`config.mk`:
```
export PLATFORM = sky130hd
export DESIGN_NAME = cache_fm_req_q
export DESIGN_NICKNAME = d
export VERILOG_FILES = /design/src/rtl/cache_fm_req_q.sv
export SDC_FILE = /design/constraint.sdc
export NUM_CORES = 1
export LEC_CHECK = 0
export ABC_CLOCK_PERIOD_IN_PS = 29300
export CAP_MARGIN = 20
export CORE_UTILIZATION = 57
export CTS_BUF_LIST = sky130_fd_sc_hd__clkbuf_8
export DETAILED_ROUTE_END_ITERATION = 6
export PLACE_DENSITY = 0.89
export SLEW_MARGIN = 20
export SYNTH_ARGS = -nofsm -noshare
export SYNTH_HDL_FRONTEND = slang
export SYNTH_SLANG_ARGS = --single-unit
export TNS_END_PERCENT = 10
```
`constraint.sdc`:
```
create_clock -name clk -period 29.3 [get_ports clk]
set_clock_uncertainty 0.05 [all_clocks]
set_input_delay 5.86 -clock clk [delete_from_list [all_inputs] [get_ports clk]]
set_output_delay 5.86 -clock clk [all_outputs]
set_load 0.02 [all_outputs]
```
`src/rtl/cache_fm_req_q.sv`:
```
// Far-memory request queue: in-order FIFO of miss fills and dirty evictions from
// lookup stage q3, issued to FM with a cap on reads in flight and a tagged read-return path.
module cache_fm_req_q #(
  parameter int unsigned DEPTH      = 4,
  parameter int unsigned MAX_OUT_RD = 4,
  parameter int unsigned PIPE_SLACK = 2,
  parameter int unsigned CL_ADDR_W  = 28,
  parameter int unsigned CL_W       = 128,
  parameter int unsigned TQ_ID_W    = 2
) (
  input  logic                 clk,
  input  logic                 rst,
  input  logic                 pipe_fm_req_valid,
  input  logic                 pipe_fm_req_op,
  input  logic [CL_ADDR_W-1:0] pipe_fm_req_cl_address,
  input  logic [CL_W-1:0]      pipe_fm_req_data,
  input  logic [TQ_ID_W-1:0]   pipe_fm_req_tq_id,
  output logic                 fm_q_stall,
  output logic                 fm_req_valid,
  input  logic                 fm_req_ready,
  output logic                 fm_req_op,
  output logic [CL_ADDR_W-1:0] fm_req_cl_address,
  output logic [CL_W-1:0]      fm_req_data,
  output logic [TQ_ID_W-1:0]   fm_req_tq_id,
  input  logic                 fm_rd_rsp_valid,
  input  logic [TQ_ID_W-1:0]   fm_rd_rsp_tq_id,
  input  logic [CL_W-1:0]      fm_rd_rsp_data,
  output logic                 fm2cache_rd_rsp_valid,
  output logic [TQ_ID_W-1:0]   fm2cache_rd_rsp_tq_id,
  output logic [CL_W-1:0]      fm2cache_rd_rsp_data,
  output logic                 overflow_err,
  output logic                 unexpected_rsp_err
);

  localparam int unsigned PTR_W = $clog2(DEPTH);
  localparam int unsigned CNT_W = $clog2(DEPTH) + 1;
  localparam int unsigned OUT_W = $clog2(MAX_OUT_RD + 1);

  logic                 mem_op_q   [DEPTH];
  logic [CL_ADDR_W-1:0] mem_addr_q [DEPTH];
  logic [CL_W-1:0]      mem_data_q [DEPTH];
  logic [TQ_ID_W-1:0]   mem_tq_q   [DEPTH];

  logic [PTR_W-1:0]   wr_ptr_q, wr_ptr_d, rd_ptr_q, rd_ptr_d;
  logic [CNT_W-1:0]   count_q, count_d;
  logic [OUT_W-1:0]   out_q, out_d;
  logic               stall_q, stall_d;
  logic               overflow_q, overflow_d;
  logic               unexp_q, unexp_d;
  logic               rsp_valid_q, rsp_valid_d;
  logic [TQ_ID_W-1:0] rsp_tq_q, rsp_tq_d;
  logic [CL_W-1:0]    rsp_data_q, rsp_data_d;

  logic not_empty, head_rd, pop, push, rd_pop, rsp_ok;

  // Queue control, read-credit tracking and response capture
  always_comb begin
    not_empty   = (count_q != '0);
    head_rd     = not_empty && !mem_op_q[rd_ptr_q];
    // A read head stalled on credits also holds back everything queued behind it
    fm_req_valid = not_empty && !(head_rd && (out_q == OUT_W'(MAX_OUT_RD)));
    pop         = fm_req_valid && fm_req_ready;
    push        = pipe_fm_req_valid && ((count_q < CNT_W'(DEPTH)) || pop);
    rd_pop      = pop && head_rd;
    rsp_ok      = fm_rd_rsp_valid && (out_q != '0);

    wr_ptr_d    = push ? wr_ptr_q + PTR_W'(1) : wr_ptr_q;
    rd_ptr_d    = pop  ? rd_ptr_q + PTR_W'(1) : rd_ptr_q;

    count_d = count_q;
    unique case ({push, pop})
      2'b10:   count_d = count_q + CNT_W'(1);
      2'b01:   count_d = count_q - CNT_W'(1);
      default: count_d = count_q;
    endcase

    out_d = out_q;
    unique case ({rd_pop, rsp_ok})
      2'b10:   out_d = out_q + OUT_W'(1);
      2'b01:   out_d = out_q - OUT_W'(1);
      default: out_d = out_q;
    endcase

    stall_d     = (count_d >= CNT_W'(DEPTH - PIPE_SLACK));
    overflow_d  = overflow_q || (pipe_fm_req_valid && !push);
    unexp_d     = unexp_q || (fm_rd_rsp_valid && (out_q == '0));
    rsp_valid_d = rsp_ok;
    rsp_tq_d    = rsp_ok ? fm_rd_rsp_tq_id : '0;
    rsp_data_d  = rsp_ok ? fm_rd_rsp_data  : '0;

    fm_req_op         = not_empty ? mem_op_q[rd_ptr_q]   : 1'b0;
    fm_req_cl_address = not_empty ? mem_addr_q[rd_ptr_q] : '0;
    fm_req_data       = not_empty ? mem_data_q[rd_ptr_q] : '0;
    fm_req_tq_id      = not_empty ? mem_tq_q[rd_ptr_q]   : '0;
  end

  // Entry storage carries no reset; occupancy alone defines validity
  always_ff @(posedge clk) begin
    if (push) begin
      mem_op_q[wr_ptr_q]   <= pipe_fm_req_op;
      mem_addr_q[wr_ptr_q] <= pipe_fm_req_cl_address;
      mem_data_q[wr_ptr_q] <= pipe_fm_req_data;
      mem_tq_q[wr_ptr_q]   <= pipe_fm_req_tq_id;
    end
  end

  always_ff @(posedge clk or negedge rst) begin
    if (!rst) begin
      wr_ptr_q    <= '0;
      rd_ptr_q    <= '0;
      count_q     <= '0;
      out_q       <= '0;
      stall_q     <= 1'b0;
      overflow_q  <= 1'b0;
      unexp_q     <= 1'b0;
      rsp_valid_q <= 1'b0;
      rsp_tq_q    <= '0;
      rsp_data_q  <= '0;
    end else begin
      wr_ptr_q    <= wr_ptr_d;
      rd_ptr_q    <= rd_ptr_d;
      count_q     <= count_d;
      out_q       <= out_d;
      stall_q     <= stall_d;
      overflow_q  <= overflow_d;
      unexp_q     <= unexp_d;
      rsp_valid_q <= rsp_valid_d;
      rsp_tq_q    <= rsp_tq_d;
      rsp_data_q  <= rsp_data_d;
    end
  end

  assign fm_q_stall            = stall_q;
  assign overflow_err          = overflow_q;
  assign unexpected_rsp_err    = unexp_q;
  assign fm2cache_rd_rsp_valid = rsp_valid_q;
  assign fm2cache_rd_rsp_tq_id = rsp_tq_q;
  assign fm2cache_rd_rsp_data  = rsp_data_q;

endmodule
```
==> results.md, run 1 <==
* Final worst path period share at between 30% and 40%
* Worst setup SP type: flop
* Hold-critical path depth at 1
* First-pass GRT wire length at 103 mm
* Met3 wire len at between 5 and 6 mm
* I/O pins at 588
* DRC viols at 0
* Root Buffer: clkbuf_8
* Hpwl dp at approximately 46 mm
* Final Hold Viols at 0
* Overall Global Routing Usage at around 28%
* Final Worst Setup Slack at ~19 ns
* Power Total at about 3.8 mW
* Total Neg Setup Slack at 0 ns
* Worst EP arrival at about 4.5 ns
* TritonCTS buffer count at 119
* Nets at between 2000 and 2500
* Final Max Tran Viols at 0
* Slew @ Worst Pin at between 1 and 1.5 ns
* Routed Antenna Nets at 0
* CP Max Fanout at 73
* Ys Warns at 0
* Dpl ws at 19.10 ns
* Commonest non-fill, non-tap cell in the layout: edfxtp_1
* Final core occ at between 70% and 80%
* CTS Buffer Depth at 3
* RSZ-0062 raised after global routing: no
* WL met2 at 39.4 mm
* Status: completed
* Vias at approximately 15000
* Number of setup buffers added after CTS at 0
* Routed WL at about 73 mm
* Vias in the first global route at approximately 16000
* HP Class: reg -> reg
* First-pass iteration count of the detailed router at 5
* Initial antenna violation count at 25
* Final Non-Filler Cells at approximately 2800
* Site Rows at 82
* Final setup fails at 0
* Height of the die at around 230 µm
* Worst Setup End Kind: primary output
* CTS H-tree lvls at 3
* EDFF count, synth at between 600 and 700
* Placed cell count at approximately 2600
* Syn nets at ~1700
* R2R depth at 7
* TritonCTS clock tree: yes
* Largest net degree at the start of global routing at between 150 and 200
* P_leak at approximately 13 nW
* Hold-fix buffer count after cts at 0
* Crit path time final at approximately 10 ns
* Netlist cell types at 33
* Layout cells sized above 1 at 16.3%
* Commonest non-fill, non-tap cells in the layout: edfxtp_1 (636), clkdlybuf4s50_1 (586), and2_1 (290)
* Critical Path RT at 23.39 ns
* Syn-to-layout area delta at 31.3%
* Initial DRC Count at roughly 1000
* Max-slew headroom at roughly 25%
* Sequential-to-total area share from yosys stat at about four fifths
* Synth Flop Type: edfxtp_1
* Uppermost layer routed: met5
* Crit Path Category: reg -> out
* Met1 WL at ~24 mm
* Max rail drop VDD at ~0.078 mV
* Power per cell area at between 100 and 150 nW/µm²
* Routed wire per std cell at approximately 26 µm
* Mapped Area at 28900 µm²
* Syn avg cell area at between 20 and 25 µm²
* Die area at 51500 µm²
* Clk_lat worst skew at just under 0.7 ns
* Routability cong. at slightly below 0.8
* Max Fclk at slightly below 0.1 GHz
* Initial Util at about 58%
* GRT Residual Overflow at 0
* Synth Register Bits at 780
* Routed vias/inst at ~5.5
* Num Clock Sinks at 780
* DIE WIDTH at around 230 µm
* IO buf count at around 590
* Mapped Cells at ~1400
* CTS resizes at 0
* Clk slew on worst S/H paths at roughly 0.06 ns
* CORE AREA at approximately 50000 µm²
* Asr flop ratio synth at 18.5%
* Max Cap Viol at 0
[where the power goes]
part,switching [mW],internal (mW)
Sequential,0.0697,1.42
Combinational,0.792,0.714
Clock,0.411,0.443
Total,1.27,2.57
[area by class of cell]
| cell class | count | area, µm² |
|---|---|---|
| flip-flops and latches | 780 | 22700 |
| fillers | 2669 | 12200 |
| repair buffers | 606 | 6070 |
| multi-input cells | 502 | 5880 |
| clock buffers | 126 | 1730 |
| well taps | 672 | 841 |
| clock inverters | 96 | 547 |
| diodes | 27 | 67.6 |
| inverters | 11 | 41.3 |
[worst max-delay path: stages (launching register included)]
cell and delay, ns:
dfrtp_4 0.63, buf_4 0.88, buf_4 0.91, mux4_2 0.44
and2_1 0.19, clkdlybuf4s50_1 0.59
[kinds of logic (layout without fill, tap and decap cells)]
| family | Yosys count | in the layout | synth area share, % |
|---|---|---|---|
| xor gates and xnor gates | 7 | 7 | 0.212 |
| and+or+nand+nor | 311 | 311 | 6.70 |
| adders and majority gates | 8 | 8 | 0.399 |
| buffers and inverters | 81 | 839 | 1.16 |
| muxes | 162 | 162 | 12.5 |
| AOI/OAI and AO/OA | 14 | 14 | 0.347 |
| DFF | 780 | 780 | 78.7 |
| other | 0 | 27 | 0 |
[path summary, 6_finish.rpt]
check / end / start / slack, ns
max in group asynchronous: rd_ptr_q[1]$_DFFE_PN0P_ / rst / 22.59
max reg2reg: mem_data_q[2][33]$_DFFE_PP_ / rd_ptr_q[0]$_DFFE_PN0P_ / 23.34
min in group asynchronous: fm2cache_rd_rsp_data[42]$_DFF_PN0_ / rst / 5.11
min reg2reg: unexpected_rsp_err$_DFF_PN0_ / unexpected_rsp_err$_DFF_PN0_ / 0.42
min: unexpected_rsp_err$_DFF_PN0_ / unexpected_rsp_err$_DFF_PN0_ / 0.42
max: fm_req_data[73] / rd_ptr_q[1]$_DFFE_PN0P_ / 18.91
[metal layers]
layer,up-vias,track usage (%)
met4,2,17.7
met3,171,7.87
met1,7908,30.3
met2,720,48.5
met5,-,0
li1,6648,-
[sequential cells by signal, indices dropped and copies added, names as in the netlist]
name,count
fm2cache_rd_rsp_data,128
out_q,3
fm2cache_rd_rsp_valid,1
fm_q_stall,1
mem_addr_q,112
overflow_err,1
unexpected_rsp_err,1
mem_tq_q,8
wr_ptr_q,2
fm2cache_rd_rsp_tq_id,2
mem_op_q,4
mem_data_q,512
count_q,3
rd_ptr_q,2
[cells in the mapped netlist (4+ instances only)]
master	count	area, µm²
buf_2	24	120
mux4_2	159	3580
nor2b_1	5	31.3
ha_1	6	75.1
inv_1	10	37.5
buf_1	5	18.8
a21oi_1	5	25.0
nand2_1	4	15.0
clkbuf_1	41	154
xnor2_1	5	43.8
dfrtp_1	144	3600
and2_1	290	1810
edfxtp_1	636	19100
[per-stage QoR]
step	hold slack (ns)	instance area, µm²
4_1_cts	0.411	37800
6_report	0.417	37900
5_1_grt	0.440	37900
2_1_floorplan	0.407	28900
3_3_place_gp	0.390	35500
3_5_place_dp	0.398	35500
(Power assumes the default switching activity.)
==> run 2, diff against run 1 <==
--- a/config.mk
+++ b/config.mk
@@ -5,12 +5,12 @@
 export SDC_FILE = /design/constraint.sdc
 export NUM_CORES = 1
 export LEC_CHECK = 0
-export ABC_CLOCK_PERIOD_IN_PS = 29300
+export ABC_CLOCK_PERIOD_IN_PS = 10180
 export CAP_MARGIN = 20
-export CORE_UTILIZATION = 57
+export CORE_UTILIZATION = 53
 export CTS_BUF_LIST = sky130_fd_sc_hd__clkbuf_8
 export DETAILED_ROUTE_END_ITERATION = 6
-export PLACE_DENSITY = 0.89
+export PLACE_DENSITY = 0.84
 export SLEW_MARGIN = 20
 export SYNTH_ARGS = -nofsm -noshare
 export SYNTH_HDL_FRONTEND = slang
==> constraint.sdc (replaced) <==
create_clock -name clk -period 10.18 [get_ports clk]
set_clock_uncertainty 0.05 [all_clocks]
set_input_delay 2.036 -clock clk [delete_from_list [all_inputs] [get_ports clk]]
set_output_delay 2.036 -clock clk [all_outputs]
set_load 0.02 [all_outputs]
==> run 2 against run 1 <==
- total power grew to 2.8 times the previous value
- cell area fell by 0.29%
- global-route usage decreased by 3.4 points
- cell count is 0.18% higher
- combinational power grew to 2.8 times the previous value
- first-iteration DRC count shrank 7.4%
- largest power group is now registers
==> results.md, run 2 (synthesis gave the netlist of run 1 again) <==
* Routed Antenna Nets at 0 (unchanged)
* Num Clock Sinks at 780 (unchanged)
* Commonest non-fill, non-tap cells in the layout: edfxtp_1 (636), clkdlybuf4s50_1 (586), and2_1 (290)
* Comb pwr share at 38.7% (-0.4 points)
* Site Rows at 85 (+3.7%)
* I/O pins at 588 (unchanged)
* R2R depth at 6 (-1)
* Placed Area at 35500 µm² (+0.13%)
* Initial antenna violation count at 18 (-28%)
* Nets at 2323 (+0.043%)
* CTS H-tree lvls at 3 (unchanged)
* Total Neg Setup Slack at 0 ns (unchanged)
* Root Buffer: clkbuf_8
* Final setup fails at 0 (unchanged)
* Worst Setup End Kind: primary output
* Worst r2r src: rd_ptr_q[0]$_DFFE_PN0P_
* Worst hold start: unexpected_rsp_err$_DFF_PN0_
* GRT Residual Overflow at 0 (unchanged)
* Hold-fix buffer count after cts at 0 (unchanged)
* P_leak at 13.2 nW (-0.54%)
* Reg2Reg Capture Point: mem_data_q[1][65]$_DFFE_PP_
* CORE AREA at 53800 µm² (+7.5%)
* CTS resizes at 0 (unchanged)
* Initial Util at 53.6% (-4.0 points)
* Overall Global Routing Usage at 24.6% (-3.4 points)
* Clk_lat worst skew at 0.71 ns (+0.02 ns)
* Max-slew headroom at 32.6% (+8.0 points)
* Height of the die at 235 µm (+3.7%)
* Crit path time final at 6.22 ns
* Clk slew on worst S/H paths at 0.06 ns (about the same)
* Critical Path RT at 8.09 ns (-15.30 ns)
* Sw Pwr at 3.57 mW (+180%)
* HP Class: reg -> reg
* Filler cells at 3173 (+19%)
* Max Cap Viol at 0 (unchanged)
* Register-to-register path setup slack at 5.49 ns (-17.85 ns)
* Internal at 7.35 mW (+190%)
* Sequential fraction of design power at 39.4% (+0.7 points)
* TritonCTS buffer count at 118 (-0.84%)
* DIE WIDTH at 235 µm (+3.7%)
* Power per cell area at 289 nW/µm² (+180%)
* First-pass GRT wire length at 101 mm (-2.4%)
* Final core occ at 70.2% (-5.5 points)
* Power Total at 10.9 mW (+180%)
* Slew @ Worst Pin at 1.01 ns (-0.120 ns)
* Syn-to-layout area delta at 30.9%
* Design area at 37800 µm² (-0.29%)
* Clk pwr share at 21.9% (-0.3 points)
* Max Fclk at between 0.15 and 0.2 GHz
* TritonCTS clock tree: yes
* Crit Path Category: reg -> out
* Worst Hold End: unexpected_rsp_err$_DFF_PN0_
* Routed WL at 67.4 mm (-7.6%)
* Worst setup SP type: flop
* Largest register by flop count: mem_data_q
* Final Max Tran Viols at 0 (unchanged)
* Vias in the first global route at 16400 (-0.30%)
* IO buf count at 587 (unchanged)
* RSZ-0062 raised after global routing: no
* CP Max Fanout at 37 (-49%)
* First-pass iteration count of the detailed router at 5 (unchanged)
* CTS Buffer Depth at 3 (unchanged)
* Routed wire per std cell at 23.9 µm (-7.8%)
* Switch share at 32.7% (-0.42 points)
* Vias at 15200 (-1.5%)
* Status: completed
* Hpwl dp at 44.2 mm (-3.4%)
* Final Hold Viols at 0 (unchanged)
* Commonest non-fill, non-tap cell in the layout: edfxtp_1
* DRC viols at 0 (unchanged)
* Routed vias/inst at 5.38 (-1.7%)
* Largest register FFs at 512 (unchanged)
* Routability cong. at 0.804 (+2.7%)
* Max rail drop VDD at 0.261 mV (+240%)
* Hold-critical path depth at 1 (unchanged)
* Layout cells sized above 1 at 15.7% (-0.62 points)
* Worst EP arrival at 4.13 ns (-0.35 ns)
* Initial DRC Count at 959 (-7.4%)
* Largest net degree at the start of global routing at 133 (-15%)
* Final worst path period share at around 60%
* Die area at 55400 µm² (+7.5%)
* Number of setup buffers added after CTS at 0 (unchanged)
[run 2: worst max path at each step]
stage / depth (start not counted) / start / slack, ns / end
2_1_floorplan: 3 / pipe_fm_req_valid / -0.64 / mem_addr_q[3][0]$_DFFE_PP_
3_3_place_gp: 5 / rd_ptr_q[0]$_DFFE_PN0P_ / 4.56 / fm_req_data[30]
3_5_place_dp: 5 / rd_ptr_q[0]$_DFFE_PN0P_ / 4.56 / fm_req_data[124]
4_1_cts: 5 / rd_ptr_q[0]$_DFFE_PN0P_ / 3.76 / fm_req_data[124]
5_1_grt: 5 / rd_ptr_q[0]$_DFFE_PN0P_ / 3.62 / fm_req_data[126]
6_report: 5 / rd_ptr_q[0]$_DFFE_PN0P_ / 3.96 / fm_req_data[124]
[run 2: power by group through the flow]
stage	sequential [mW]	clock [mW]	combinational [mW]
after floorplan	4.42	0	2.37
after detailed placement	4.37	0	4.25
after global placement	4.33	0	4.21
after CTS	4.31	2.45	4.28
final	4.30	2.39	4.22
after global routing	4.35	2.59	4.44
[run 2: per-stage QoR]
stage | std cells | hold WS, ns | setup WS (ns)
after floorplan | 1363 | 0.407 | -0.641
after global placement | 2597 | 0.394 | 4.56
after detailed placement | 2597 | 0.429 | 4.56
after CTS | 2811 | 0.440 | 3.76
after global routing | 2823 | 0.448 | 3.62
final | 2825 | 0.440 | 3.96
[run 2: worst max-delay path, stage by stage, from the launching register on]
cell and delay (ns):
dfrtp_4 0.78, buf_4 0.55, buf_4 0.69, mux4_2 0.60, and2_1 0.18, clkdlybuf4s50_1 0.56
[run 2: cell type report]
cell class | instances | area [µm²] | area share, %
flip-flops and latches | 780 | 22700 | 60.1
inverters | 11 | 41.3 | 0.109
repair buffers | 608 | 6040 | 16.0
well taps | 696 | 871 | 2.31
clock inverters | 92 | 527 | 1.39
multi-input cells | 502 | 5880 | 15.6
clock buffers | 122 | 1680 | 4.44
diodes | 14 | 35.0 | 0.0927
[run 2: metal layers]
metal	GRT usage [%]	vias to the layer above	share of wire [%]
li1	-	6630	-
met1	27.3	7822	35
met2	42.9	618	53
met3	8.86	136	8.5
met4	10.5	6	3.3
met5	0	-	0.056
